**src/rtl/divider_8bit_seq.sv**
```systemverilog
// divider_8bit_seq
// Sequential 8-bit unsigned restoring divider with a start/done handshake.
// One trial subtraction and one quotient bit per clock, MSB first.
//
// Ports:
//   clk          - clock, all state updates on the rising edge
//   reset        - synchronous, active-high reset
//   start        - request a division (sampled only in IDLE)
//   dividend     - unsigned dividend, captured on the accepting edge
//   divisor      - unsigned divisor, captured on the accepting edge
//   busy         - high while iterating (BUSY state)
//   done         - one-cycle completion pulse (DONE state)
//   quotient     - registered result quotient
//   remainder    - registered result remainder
//   div_by_zero  - set together with done when the captured divisor was 0
module divider_8bit_seq (
    input  logic       clk,
    input  logic       reset,
    input  logic       start,
    input  logic [7:0] dividend,
    input  logic [7:0] divisor,
    output logic       busy,
    output logic       done,
    output logic [7:0] quotient,
    output logic [7:0] remainder,
    output logic       div_by_zero
);

    typedef enum logic [1:0] {
        IDLE = 2'd0,
        BUSY = 2'd1,
        DONE = 2'd2
    } state_t;

    state_t     state;
    logic [7:0] part_rem;   // partial remainder
    logic [7:0] quo_sh;     // dividend shifting out, quotient shifting in
    logic [7:0] div_lat;    // latched divisor
    logic [2:0] cnt;

    logic [8:0] trial;
    logic [7:0] rem_nxt;
    logic [7:0] quo_nxt;

    // One restoring step. part_rem < div_lat holds between steps, so
    // {part_rem, msb} fits in 9 bits and a non-borrowing result fits in 8.
    always_comb begin
        trial = {part_rem, quo_sh[7]} - {1'b0, div_lat};
        if (!trial[8]) begin
            rem_nxt = trial[7:0];
            quo_nxt = {quo_sh[6:0], 1'b1};
        end else begin
            rem_nxt = {part_rem[6:0], quo_sh[7]};
            quo_nxt = {quo_sh[6:0], 1'b0};
        end
    end

    always_ff @(posedge clk) begin
        if (reset) begin
            state       <= IDLE;
            part_rem    <= 8'd0;
            quo_sh      <= 8'd0;
            div_lat     <= 8'd0;
            cnt         <= 3'd0;
            quotient    <= 8'd0;
            remainder   <= 8'd0;
            div_by_zero <= 1'b0;
        end else begin
            case (state)
                IDLE: begin
                    if (start) begin
                        div_lat  <= divisor;
                        quo_sh   <= dividend;
                        part_rem <= 8'd0;
                        cnt      <= 3'd0;
                        if (divisor == 8'd0) begin
                            quotient    <= 8'hFF;
                            remainder   <= dividend;
                            div_by_zero <= 1'b1;
                            state       <= DONE;
                        end else begin
                            state <= BUSY;
                        end
                    end
                end
                BUSY: begin
                    part_rem <= rem_nxt;
                    quo_sh   <= quo_nxt;
                    cnt      <= cnt + 3'd1;
                    // Results are published only on the last step so the
                    // outputs never expose a partial quotient.
                    if (cnt == 3'd7) begin
                        quotient    <= quo_nxt;
                        remainder   <= rem_nxt;
                        div_by_zero <= 1'b0;
                        state       <= DONE;
                    end
                end
                DONE: begin
                    state <= IDLE;
                end
                default: begin
                    state <= IDLE;
                end
            endcase
        end
    end

    assign busy = (state == BUSY);
    assign done = (state == DONE);

endmodule

```
**config.mk**
```make
export PLATFORM = sky130hd
export DESIGN_NAME = divider_8bit_seq
export DESIGN_NICKNAME = d
export VERILOG_FILES = /design/src/rtl/divider_8bit_seq.sv
export SDC_FILE = /design/constraint.sdc
export NUM_CORES = 1
export LEC_CHECK = 0
export CAP_MARGIN = 20
export CORE_MARGIN = 8
export CORE_UTILIZATION = 50
export CTS_CLUSTER_DIAMETER = 50
export DETAILED_ROUTE_END_ITERATION = 10
export DONT_BUFFER_PORTS = 1
export PLACE_DENSITY = 0.68
export SYNTH_ARGS = -nofsm -noshare
export SYNTH_HDL_FRONTEND = slang
export SYNTH_SLANG_ARGS = --single-unit
```
**constraint.sdc**
```tcl
create_clock -name clk -period 6.68 [get_ports clk]
set_clock_uncertainty 0.2 [all_clocks]
set_input_delay 0.334 -clock clk [delete_from_list [all_inputs] [get_ports clk]]
set_output_delay 0.334 -clock clk [all_outputs]
set_load 0.01 [all_outputs]
```
==> results.txt, run 1 <==
RSZ-0062 raised after global routing = false
clk root buf = clkbuf_8
DRC = 0
I/O pin total = 38
Fillers = 507
Hold Path Depth = 3
Worst Hold Class = in2reg
startpoint types = flip-flop
clock slew at reported path FFs = 0.09 ns
crit path kind = reg2reg
reg2reg start = quo_sh[7]$_SDFFE_PP0P_
top_reg_cell synth = dfxtp_1
Clock Sinks = 46
DR pass1 iterations = 4
CTS H-tree depth = 2
Worst Hold Launch = reset
Post-synth EDFFs = 0
max_cap viols = 0
area grow syn2layout = 8.23%
Syn. warnings = 0
routed vias = 2,249
ant diodes = 0
Setup TNS Final = 0 ns
Crit path required time = 6.71 ns
Via density = 5.61
Num CTS Buffers = 5
FF+latch area = 921 um^2
area leader, netlist = dfxtp_1
Core Area = 5070 um^2
Die Footprint = 7800 um^2
Die W = 88.3 um
Post-Syn Area = 2620 um^2
GRT Util Overall = 0.172
Worst R2R Path Depth = 10
Crit path arrival time = 3.15 ns
Synthesized Nets = 355
critical path startpoint = quo_sh[7]$_SDFFE_PP0P_
pin count of the biggest net entering global routing = 32
gp weighted congestion = 0.896
Syn Area/Cell = 8.05 um^2
CP endpoint kind = flip-flop
register area share after synthesis = 0.352
Yosys cell types = 52
Worst-Margin Slew = 0.944 ns
leak pwr = 1.12 nW
top post-synthesis cells by area = dfxtp_1 35%, nor2_1 8.0%, nand2_1 6.5%
Period Utilization, post-route = 0.467
synthesized instance count = 325
vias in the first global route = 2,193
crit-path cells = inv_1 -> ha_1 -> inv_1 -> fa_1 -> a211oi_2 -> nor3_1 -> mux2i_1 -> or2_1 -> o311ai_0 -> o21ai_0
top-count cell post-synth = nor2_1
pwr dens = 240 nW/um^2
CTS tree = done
Starting Density = 0.516
total grt overflow = 0
clk_lat worst skew = 0.30 ns
CP max-delay cell = or2_1
Final Max Slew Viols = 0
multi-input logic area = 1500 um^2
maximum vdd drop = 0.116 mV
r2r setup slk = 3.56 ns
Fin. Hold Viols = 0
Rows = 26
relative slew slack = 0.371
CP dominant cell by count = inv_1
Final Net Count = 360
DP HPWL = 4420 um
die height = 88.3 um
FFs w/ async S/R, synth = 0
Yosys reg bits = 46
CP Max Fanout = 17
overall power = 679 uW
Post-synth top cells = 56 x nor2_1, 46 x dfxtp_1, 45 x nand2_1
share of the synthesized area in the top cell type = 0.352
ratio of cells with drive above 1 in the final layout = 0.0816
initial antenna violation count = 0
drt wl/cell = 15.5 um
slowest stage delay, CP = 0.57 ns
first-pass GRT wire length = 10,600 um
DR iter-0 viols = 233
fmax = 321 MHz
PortBufs = 0
Setup-failing EPs final = 0
maximum clock insertion buffer count = 2
WL final = 6200 um
DRT antenna net count = 0
min cycle time layout = 3.12 ns
status = completed
-- cell type report --
cell class | instances | share of cell area
multi-input cells | 246 | 0.531
flip-flops and latches | 46 | 0.325
repair buffers | 18 | 0.0654
well taps | 70 | 0.0309
clock buffers | 6 | 0.0256
inverters | 13 | 0.0172
clock inverters | 2 | 0.00486
-- through the flow --
step	hold WS [ns]	util	setup WS [ns]	instances	area, um^2
5_1_grt	0.0215	0.558	3.26	401	2830
2_1_floorplan	0.244	-	4.16	325	2620
4_1_cts	0.0108	0.558	3.59	401	2830
6_report	0.0164	0.558	3.56	401	2830
3_3_place_gp	0.209	0.507	3.67	377	2570
3_5_place_dp	0.208	0.507	3.63	377	2570
-- cells in the final DEF (no fill, tap or decap), drive strengths merged, types with 3 or more instances in the layout --
| master | netlist | final |
|---|---|---|
| nand2 | 45 | 45 |
| clkbuf | 12 | 6 |
| o21bai | 5 | 5 |
| xnor2 | 4 | 4 |
| a311oi | 7 | 7 |
| nor4 | 8 | 8 |
| buf | 8 | 3 |
| nand3 | 7 | 7 |
| a211oi | 12 | 12 |
| nor2b | 3 | 3 |
| mux2i | 6 | 6 |
| o21ai | 15 | 15 |
| ha | 10 | 10 |
| nor2 | 60 | 60 |
| nand4 | 4 | 4 |
| or2 | 3 | 3 |
| nand2b | 3 | 3 |
| or3 | 5 | 5 |
| dfxtp | 46 | 46 |
| a21oi | 19 | 19 |
| nor3 | 5 | 5 |
| dlygate4sd3 | 0 | 15 |
| inv | 13 | 13 |
-- kinds of logic after synthesis --
group                      synth area share
and+or+nand+nor                       0.269
AOI/OAI and AO/OA                     0.208
DFF                                   0.352
buffers and inverters                0.0756
adders and majority gates            0.0555
muxes                                0.0230
xor gates and xnor gates             0.0167
-- critical path, delay by kind of cell, from the launching register on --
kind	cells	cell delay (ns)
flops	1	0.34
simple gates	2	0.69
buf+inv	2	0.14
compound gates	3	0.87
fa+ha+maj	2	0.57
mux	1	0.23
-- registers in the layout, indices dropped and copies added (netlist names) --
| register | cells |
|---|---|
| remainder | 8 |
| quo_sh | 8 |
| quotient | 8 |
| part_rem | 8 |
| div_lat | 8 |
| cnt | 3 |
| div_by_zero | 1 |
| state | 2 |
-- metal layers --
layer | GRT usage | wire, um | vias up
met5 | 0 | 0 | -
met4 | 0.0461 | 66 | 0
met3 | 0.0548 | 560 | 7
met2 | 0.251 | 2640 | 70
met1 | 0.235 | 2930 | 1022
li1 | - | - | 1150
-- power breakdown --
part	total, mW	leakage [nW]	switching [mW]	internal [mW]
clock	0.174	0.0452	0.0998	0.0741
sequential	0.303	0.375	0.0144	0.289
combinational	0.202	0.700	0.128	0.0745
total	0.679	1.12	0.242	0.437
-- repair_timing --
action | 4_1_cts | 5_1_grt
resized for setup | 0 | 0
endpoints found under the hold margin | 31 | 0
setup endpoints to repair | 0 | 0
hold buffers | 16 | 0
setup buffers | 0 | 0
-- final timing paths --
path | to
max | part_rem[7]$_SDFFE_PP0P_
min | remainder[3]$_SDFFE_PP0P_
max reg2reg | part_rem[7]$_SDFFE_PP0P_
min reg2reg | cnt[0]$_SDFFE_PP0P_
(Power assumes the default switching activity.)
==> inputs of run 2 (changes only) <==
--- a/config.mk
+++ b/config.mk
@@ -5,6 +5,7 @@
 export SDC_FILE = /design/constraint.sdc
 export NUM_CORES = 1
 export LEC_CHECK = 0
+export ABC_AREA = 1
 export CAP_MARGIN = 20
 export CORE_MARGIN = 8
 export CORE_UTILIZATION = 50
==> constraint.sdc (replaced) <==
create_clock -name clk -period 3.2 [get_ports clk]
set_clock_uncertainty 0.2 [all_clocks]
set_input_delay 0.16 -clock clk [delete_from_list [all_inputs] [get_ports clk]]
set_output_delay 0.16 -clock clk [all_outputs]
set_load 0.01 [all_outputs]
==> run 2 against run 1 <==
Core utilization rose by 1.8 points. Sequential share of layout area rose by 1.6 points. Routed wire length fell by 9.7%. Register-to-register slack got worse by 2.6 ns. First-iteration DRC count fell by 13%. Largest power group unchanged.
==> results.txt, run 2 <==
crit path kind = reg2reg
clk_lat worst skew = 0.30 ns
Worst R2R Path Depth = 9
Cell Area, Placed = 2440 um^2
DRT antenna net count = 0
P_sw = 507 uW
DR iter-0 viols = 202
CP dominant cell by count = nor2_1
Post-Synth XOR/XNOR Area = 0.0108
GRT Util Overall = 0.154
switch share = 0.355
top_reg_cell synth = dfxtp_1
Syn Area/Cell = 6.79 um^2
Setup-failing EPs final = 0
PortBufs = 0
top-count cell post-synth = nand2_1
status = completed
PostCTS Resize Cnt = 0
adder-cell share of the synthesized area = 0.0597
top post-synthesis cells by area = dfxtp_1 38%, nand2_1 12%, nand3_1 8.2%
Synthesized Nets = 388
FFs w/ async S/R, synth = 0
Crit path arrival time = 2.29 ns
I/O pin total = 38
Setup TNS Final = 0 ns
area grow syn2layout = 11.2%
Fin. Hold Viols = 0
WL final = 5590 um
first-pass GRT wire length = 9250 um
reg2reg start = state[0]$_SDFFE_PP0P_
DP Cell Count = 399
most common cell after layout, fill and taps aside = nand2_1
Syn. warnings = 0
Yosys cell types = 24
Worst Hold Launch = divisor[1]
Post-Synth Simple-Gate Area = 0.295
DRC = 0
Final Max Slew Viols = 0
Starting Density = 0.518
Die Footprint = 7350 um^2
Worst Hold Class = in2reg
overall power = 1.43 mW
Final Net Count = 400
mux share of post-synthesis cell area = 0
Gate power share = 0.282
Yosys reg bits = 46
max_cap viols = 0
fmax = 439 MHz
ant diodes = 0
RSZ-0062 raised after global routing = false
synthesized instance count = 358
DR pass1 iterations = 6
CP Max Fanout = 26
Reg2Reg Capture Point = remainder[5]$_SDFFE_PP0P_
gp weighted congestion = 0.816
Post-synth EDFFs = 0
min cycle time layout = 2.28 ns
Worst-Margin Slew = 0.930 ns
Final Cell Area = 2700 um^2
Period Utilization, post-route = 0.712
ratio of cells with drive above 1 in the final layout = 0.0593
clock slew at reported path FFs = 0.09 ns
share of the synthesized area in the top cell type = 0.379
die height = 85.7 um
vias in the first global route = 2,026
Layout Utilization = 0.576
register area share after synthesis = 0.379
Post-Syn Area = 2430 um^2
drt wl/cell = 13.2 um
Via density = 5.19
CTS tree = done
Die W = 85.7 um
startpoint types = flip-flop
area leader, netlist = dfxtp_1
CP max-delay cell = dfxtp_1
r2r setup slk = 0.92 ns
DP HPWL = 3980 um
Cell Count, Final, Fillers Out = 425
Reg power frac = 0.470
post-synthesis compound-gate area fraction = 0.146
crit-path cells = nand2_2 -> nor2_1 -> nor2_2 -> o21ai_2 -> inv_2 -> nor2_1 -> nor2_1 -> nand2_1 -> inv_1
Hold Path Depth = 6
Rows = 25
slowest stage delay, CP = 0.44 ns
relative slew slack = 0.378
P_int = 923 uW
pwr dens = 529 nW/um^2
clk root buf = clkbuf_8
Post-synth top cells = 80 x nand2_1, 50 x nor2_1, 48 x inv_1
maximum clock insertion buffer count = 2
pin count of the biggest net entering global routing = 29
CP endpoint kind = flip-flop
total grt overflow = 0
maximum vdd drop = 0.354 mV
CTS H-tree depth = 2
initial antenna violation count = 0
hold endpoint = state[0]$_SDFFE_PP0P_
leak pwr = 1.32 nW
Crit path required time = 3.22 ns
largest family of logic cells by synthesized area = simple AND/OR/NAND/NOR gates
Clock Sinks = 46
routed vias = 2,206
Core Area = 4690 um^2
Clk pwr share = 0.248
commonest non-fill, non-tap cells in the layout = 80 x nand2_1, 50 x nor2_1, 48 x inv_1
Num CTS Buffers = 5
run 2: changes by cell type in the layout (fill, tap and decap cells not counted), sizes merged, moves of 7 or more:
cell    before  now
inv         13   50
a311oi       7    0
a31oi        0    7
nand2       45   82
nand3        7   40
nor2        60   51
nor4         8    0
run 2: cell type report:
cell class              instances  area, um^2
multi-input cells             247        1240
well taps                      54        67.6
repair buffers                 20         195
clock inverters                 2        13.8
flip-flops and latches         46         921
inverters                      50         188
clock buffers                   6        72.6
fillers                       444        1990
run 2: kinds of logic (layout without fill, tap and decap cells):
family                     after synthesis  after routing
buffers and inverters                   65             78
and+or+nand+nor                        175            175
AOI/OAI and AO/OA                       58             58
DFF                                     46             46
adders and majority gates               11             11
xor gates and xnor gates                 3              3
run 2: how the worst max path moves through the flow:
| stage | endpoint | depth (start not counted) | slack [ns] | start |
|---|---|---|---|---|
| 2_1_floorplan | part_rem[1]$_SDFFE_PP0P_ | 14 | 1.20 | quo_sh[7]$_SDFFE_PP0P_ |
| 3_3_place_gp | remainder[0]$_SDFFE_PP0P_ | 9 | 1.01 | state[0]$_SDFFE_PP0P_ |
| 3_5_place_dp | remainder[5]$_SDFFE_PP0P_ | 9 | 0.97 | state[0]$_SDFFE_PP0P_ |
| 4_1_cts | remainder[5]$_SDFFE_PP0P_ | 9 | 0.92 | state[0]$_SDFFE_PP0P_ |
| 5_1_grt | remainder[7]$_SDFFE_PP0P_ | 9 | 0.67 | state[0]$_SDFFE_PP0P_ |
| 6_report | remainder[5]$_SDFFE_PP0P_ | 9 | 0.92 | state[0]$_SDFFE_PP0P_ |
run 2: layer usage:
| layer | global-route usage | wire length [um] |
|---|---|---|
| met2 | 0.267 | 2620 |
| met5 | 0 | 0 |
| met4 | 0.0430 | 78 |
| met1 | 0.182 | 2550 |
| met3 | 0.0382 | 349 |
run 2: power groups by stage:
stage                     logic (mW)  registers [mW]  clock network, mW
final                          0.404           0.671              0.354
after global routing           0.465           0.678              0.378
after CTS                      0.402           0.672              0.363
after detailed placement       0.375           0.685                  0
after global placement         0.373           0.685                  0
after floorplan                0.319           0.673                  0
run 2: timing repair:
| action | in CTS | in global routing |
|---|---|---|
| hold buffers | 18 | 0 |
| endpoints found under the hold margin | 36 | 0 |
| setup buffers | 0 | 0 |
run 2: worst max-delay path: cells and delay by family (launching register included):
| family | cells | cell delay, ns |
|---|---|---|
| buffers and inverters | 2 | 0.37 |
| AOI/OAI and AO/OA | 1 | 0.20 |
| and+or+nand+nor | 6 | 0.98 |
| DFF | 1 | 0.44 |
run 2: per-stage QoR:
| stage | hold slack [ns] | setup WS (ns) |
|---|---|---|
| after floorplan | 0.0949 | 1.20 |
| after global placement | 0.0355 | 1.01 |
| after detailed placement | 0.0365 | 0.972 |
| after CTS | 0.0461 | 0.923 |
| after global routing | 0.111 | 0.669 |
| final | 0.0358 | 0.922 |
